===== src/rtl/wb_pkg.sv =====
// rtl/wb_pkg.sv - shared grant-state enum and outstanding-counter constants for the Wishbone arbiter
package wb_pkg;

  typedef enum logic [1:0] {
    IDLE   = 2'd0,
    GNT_M0 = 2'd1,
    GNT_M1 = 2'd2
  } gnt_state_e;

  localparam int CNT_W = 3;
  localparam logic [CNT_W-1:0] CNT_MAX = '1;

endpackage


===== src/rtl/wb_arb_pick.sv =====
// rtl/wb_arb_pick.sv - combinational winner select; round-robin when WB_ARBITER_RR_EN, else m1 priority
module wb_arb_pick (
  input  logic req0,
  input  logic req1,
  input  logic last_m1,
  output logic win_m1
);

`ifdef WB_ARBITER_RR_EN
  // On a tie the master that did not hold the bus most recently wins.
  assign win_m1 = req1 & (~req0 | ~last_m1);
`else
  logic unused_last;
  assign unused_last = last_m1;
  assign win_m1      = req1;
`endif

endmodule


===== src/rtl/wb_arbiter.sv =====
// rtl/wb_arbiter.sv - two-master pipelined Wishbone B4 arbiter (optional macro WB_ARBITER_RR_EN)
module wb_arbiter
  import wb_pkg::*;
#(
  parameter int AW = 32,
  parameter int DW = 32
) (
  input  logic            clk,
  input  logic            rst_n,
  input  logic            m0_cyc_i,
  input  logic            m0_stb_i,
  input  logic            m0_we_i,
  input  logic [AW-1:0]   m0_adr_i,
  input  logic [DW/8-1:0] m0_sel_i,
  input  logic [DW-1:0]   m0_dat_i,
  output logic [DW-1:0]   m0_dat_o,
  output logic            m0_ack_o,
  output logic            m0_stall_o,
  input  logic            m1_cyc_i,
  input  logic            m1_stb_i,
  input  logic            m1_we_i,
  input  logic [AW-1:0]   m1_adr_i,
  input  logic [DW/8-1:0] m1_sel_i,
  input  logic [DW-1:0]   m1_dat_i,
  output logic [DW-1:0]   m1_dat_o,
  output logic            m1_ack_o,
  output logic            m1_stall_o,
  output logic            s_cyc_o,
  output logic            s_stb_o,
  output logic            s_we_o,
  output logic [AW-1:0]   s_adr_o,
  output logic [DW/8-1:0] s_sel_o,
  output logic [DW-1:0]   s_dat_o,
  input  logic [DW-1:0]   s_dat_i,
  input  logic            s_ack_i,
  input  logic            s_stall_i
);

  gnt_state_e       state_q, state_d;
  logic [CNT_W-1:0] cnt_q, cnt_d;
  logic             last_m1;
  logic             win_m1;
  logic             busy, full, acc, ack_v, cur_cyc, oth_cyc, release_gnt;

  assign busy  = (cnt_q != '0);
  assign full  = (cnt_q == CNT_MAX);
  assign acc   = s_stb_o & ~s_stall_i;
  // Acks with nothing outstanding are stray and are dropped entirely.
  assign ack_v = s_ack_i & busy;
  assign cnt_d = cnt_q + CNT_W'(acc) - CNT_W'(ack_v);

  assign m0_dat_o = s_dat_i;
  assign m1_dat_o = s_dat_i;

  wb_arb_pick u_pick (
    .req0    (m0_cyc_i),
    .req1    (m1_cyc_i),
    .last_m1 (last_m1),
    .win_m1  (win_m1)
  );

`ifdef WB_ARBITER_RR_EN
  logic last_q;
  assign last_m1 = last_q;
`else
  assign last_m1 = 1'b0;
`endif

  always_ff @(posedge clk or negedge rst_n) begin
    if (!rst_n) begin
      state_q <= IDLE;
      cnt_q   <= '0;
`ifdef WB_ARBITER_RR_EN
      last_q  <= 1'b0;
`endif
    end else begin
      state_q <= state_d;
      cnt_q   <= cnt_d;
`ifdef WB_ARBITER_RR_EN
      if (state_d == GNT_M1) last_q <= 1'b1;
      else if (state_d == GNT_M0) last_q <= 1'b0;
`endif
    end
  end

  always_comb begin
    cur_cyc = 1'b0;
    oth_cyc = 1'b0;
    if (state_q == GNT_M0) begin
      cur_cyc = m0_cyc_i;
      oth_cyc = m1_cyc_i;
    end else if (state_q == GNT_M1) begin
      cur_cyc = m1_cyc_i;
      oth_cyc = m0_cyc_i;
    end
    // The last outstanding ack retiring this cycle counts as already drained.
    release_gnt = ~cur_cyc & (~busy | ((cnt_q == CNT_W'(1)) & ack_v & ~acc));
  end

  always_comb begin
    state_d = state_q;
    case (state_q)
      IDLE: begin
        if (m0_cyc_i | m1_cyc_i) state_d = win_m1 ? GNT_M1 : GNT_M0;
      end
      GNT_M0: begin
        if (release_gnt) state_d = oth_cyc ? GNT_M1 : IDLE;
      end
      GNT_M1: begin
        if (release_gnt) state_d = oth_cyc ? GNT_M0 : IDLE;
      end
      default: state_d = IDLE;
    endcase
  end

  always_comb begin
    s_cyc_o    = 1'b0;
    s_stb_o    = 1'b0;
    s_we_o     = 1'b0;
    s_adr_o    = '0;
    s_sel_o    = '0;
    s_dat_o    = '0;
    m0_ack_o   = 1'b0;
    m1_ack_o   = 1'b0;
    m0_stall_o = 1'b1;
    m1_stall_o = 1'b1;
    case (state_q)
      GNT_M0: begin
        s_cyc_o    = m0_cyc_i | busy;
        s_stb_o    = m0_cyc_i & m0_stb_i & ~full;
        s_we_o     = m0_we_i;
        s_adr_o    = m0_adr_i;
        s_sel_o    = m0_sel_i;
        s_dat_o    = m0_dat_i;
        m0_ack_o   = ack_v;
        m0_stall_o = s_stall_i | full;
      end
      GNT_M1: begin
        s_cyc_o    = m1_cyc_i | busy;
        s_stb_o    = m1_cyc_i & m1_stb_i & ~full;
        s_we_o     = m1_we_i;
        s_adr_o    = m1_adr_i;
        s_sel_o    = m1_sel_i;
        s_dat_o    = m1_dat_i;
        m1_ack_o   = ack_v;
        m1_stall_o = s_stall_i | full;
      end
      default: ;
    endcase
  end

endmodule

===== config.mk =====
export PLATFORM = sky130hd
export DESIGN_NAME = wb_arbiter
export DESIGN_NICKNAME = d
export VERILOG_FILES = /design/src/rtl/wb_pkg.sv /design/src/rtl/wb_arb_pick.sv /design/src/rtl/wb_arbiter.sv
export SDC_FILE = /design/constraint.sdc
export NUM_CORES = 1
export LEC_CHECK = 0
export CAP_MARGIN = 20
export CORE_AREA = 2 2 122 124
export CTS_CLUSTER_DIAMETER = 100
export DETAILED_ROUTE_END_ITERATION = 10
export DIE_AREA = 0 0 124 126
export PLACE_DENSITY = 0.65
export SKIP_LAST_GASP = 1
export SLEW_MARGIN = 20
export SYNTH_ARGS = -nofsm -noshare
export SYNTH_HDL_FRONTEND = slang
export SYNTH_SLANG_ARGS = --single-unit

===== constraint.sdc =====
create_clock -name clk -period 2.63 [get_ports clk]
set_input_delay 0.526 -clock clk [delete_from_list [all_inputs] [get_ports clk]]
set_output_delay 0.526 -clock clk [all_outputs]
set_load 0.05 [all_outputs]

==> impl_metrics.ini <==
[cts]
htree_levels = 1
cts_tree = built
clock-sinks = 5
path_clk_slew_ns = 0.03
cts_buffers = 3
clkLatencyLatePin_ns = 0.23
cts_buffer_depth = 2
postCtsSetupRepairBufs = 0
clk_root_buffer_cell = clkbuf_16

[sta]
tightest_slew_ns = 0.392
clock.fmax_mhz = 400
holdWs_ns = 0.527
finalCritPeriodShare = 0.952
slew_violations = 0
setup_viol = 0
relSlewSlack = 0.738
layout_min_cycle_time_ns = 2.50
hold_violations = 0
fin_ws_ns = 0.127
clock_skew_ns = 0.000741

[floorplan]
die_h_microns = 126
io_pins = 317
die_x_microns = 124
core-area_sq_um = 14300
die_area_sq_um = 15600
std_cell_rows = 44
start_util = 0.140

[place]
gp_congestion = 0.786
port_buffers = 220
place_hpwl_mm = 7.46
pre_cts_ws_ns = 0.00242
dpl.cell_count = 603

[detailed_routing]
drc = 0
wl_per_cell_microns = 14.7
drt_iter0_drc = 121
detail-route-antenna-nets = 0
drt-pass1-iter-count = 4
totalWireLength_mm = 8.91
vias = 2538
vias_per_cell = 4.18

[logic_synthesis]
synth.most_common_cell = nor2b_1
synth.avg_cell_area_sq_um = 7.21
synthDistinctLibCells = 29
synthFlopType = dfrtp_1
syn-num-nets = 465
synth_seq_cells = 5
syn_inst = 279
ys_top_cells_by_count = nor2b_1 (70), a22oi_1 (69), buf_4 (64), clkbuf_1 (23)
yosysWarnings = 0
netlist.area_leader.share = 0.258
synthTopCellsByArea = a22oi_1 (26%), buf_4 (24%), nor2b_1 (22%)
syn_area_sq_um = 2010
synth_top_area_cell = a22oi_1
async_reset_ff_frac = 1.00
synth-edff-count = 0
ys_seq_area_frac = 0.0622

[setup_path]
arrival_ns = 1.98
start_kind = flip-flop
cp-end-kind = primary output
cp.required_ns = 2.10
crit_fanout = 75
worstSetupPathType = reg -> out

[layout]
layout.nets = 610
instances_no_fill = 607
diodes = 0
fill_cells = 1451
syn_to_final_growth_pct = 138
drive_above_1_share = 0.222

[power]
powerDensity_nw_per_um2 = 1150
p_leak_nw = 1.71
ir_drop_mv = 0.432

[min_path]
hp-class = in -> async

[global_routing]
grt_max_degree = 76
grt_pass1_vias = 2562
antenna_found_initial = 0
grt_first_pass_wirelength_mm = 12.9
grt-ovfl-total = 0
track_usage = 0.104

[flow_run]
maxCapViolations = 0

[run_status]
outcome = finished, final reports clean
[report_power, final]
group	internal, mW	leakage [nW]	switching, mW	total [mW]
registers	0.119	0.0604	0.0605	0.180
logic	2.39	1.61	2.70	5.09
clock network	0.201	0.0382	0.0470	0.248
[stage by stage]
| step | area (sq um) | setup TNS (ns) | utilization | total power [mW] |
|---|---|---|---|---|
| 2_1_floorplan | 2010 | 0 | - | 3.17 |
| 3_3_place_gp | 4690 | 0 | 0.328 | 5.21 |
| 3_5_place_dp | 4690 | 0 | 0.328 | 5.27 |
| 4_1_cts | 4770 | 0 | 0.333 | 5.54 |
| 5_1_grt | 4790 | -0.0143 | 0.334 | 5.80 |
| 6_report | 4790 | 0 | 0.334 | 5.51 |
[cell type report]
class	instances	area, sq um	share of cell area
Clock buffer	4	78.8	0.0165
Tap cell	184	230	0.0481
Multi-Input combinational cell	179	1310	0.273
Inverter	7	26.3	0.00549
Timing Repair Buffer	228	3020	0.631
Sequential cell	5	125	0.0261
[registers in the layout (all words and copies together) (netlist names)]
signal,cells
state_q,2
cnt_q,3
[logic make-up after synthesis]
group / count (synthesis) / synth area share
buf+inv: 95 / 0.297
simple gates: 88 / 0.269
compound gates: 76 / 0.280
fa+ha+maj: 8 / 0.0535
mux: 5 / 0.0286
flops: 5 / 0.0622
xor+xnor: 2 / 0.00871
[final timing paths]
kind | startpoint | to | slack, ns | cells past startpoint
hold reg to reg | cnt_q[2]$_DFF_PN0_ | cnt_q[2]$_DFF_PN0_ | 0.55 | 1
min in group clk | cnt_q[2]$_DFF_PN0_ | cnt_q[2]$_DFF_PN0_ | 0.55 | 1
max in group asynchronous | rst_n | cnt_q[0]$_DFF_PN0_ | 1.91 | 1
hold / removal | rst_n | cnt_q[2]$_DFF_PN0_ | 0.53 | 1
setup / recovery | state_q[1]$_DFFE_PN0P_ | s_adr_o[20] | 0.13 | 6
setup reg to reg | state_q[0]$_DFFE_PN0P_ | cnt_q[2]$_DFF_PN0_ | 0.22 | 12
[metal layers]
layer | GRT usage | part of all wire | wire [microns] | vias to the layer above
met2 | 0.192 | 0.51 | 4530 | 147
met5 | 0 | 0 | 0 | -
met4 | 0.0377 | 0.033 | 292 | 0
li1 | - | - | - | 1201
met1 | 0.108 | 0.35 | 3130 | 1153
met3 | 0.0340 | 0.11 | 963 | 37
[critical path, cell delays in order (launching register included)]
cell and delay, ns:
dfrtp_1 0.43, inv_1 0.13, ha_2 0.20, buf_12 0.30
a22oi_1 0.13, nor2b_1 0.35, buf_12 0.19
[layout by cell type, fill, tap and decap left out, types with 2 or more instances in the layout]
master,Yosys,routed
clkdlybuf4s50_1,0,145
buf_12,0,75
nor2b_1,70,70
a22oi_1,69,69
inv_1,7,7
buf_4,64,6
dfrtp_1,5,5
nand2_1,4,4
nor2_1,4,4
ha_1,7,4
clkbuf_16,0,3
nand3_1,2,2
a31oi_1,2,2
xnor2_1,2,2
mux2i_1,2,2
a21boi_1,2,2
and3_1,2,2
ha_2,0,2
buf_6,0,2
[timing repair]
action / 4_1_cts / 5_1_grt
setup endpoints to repair: 0 / 34
resized for setup: 0 / 3
hold buffers: 0 / 0
Power figures use the tool's default switching activity.
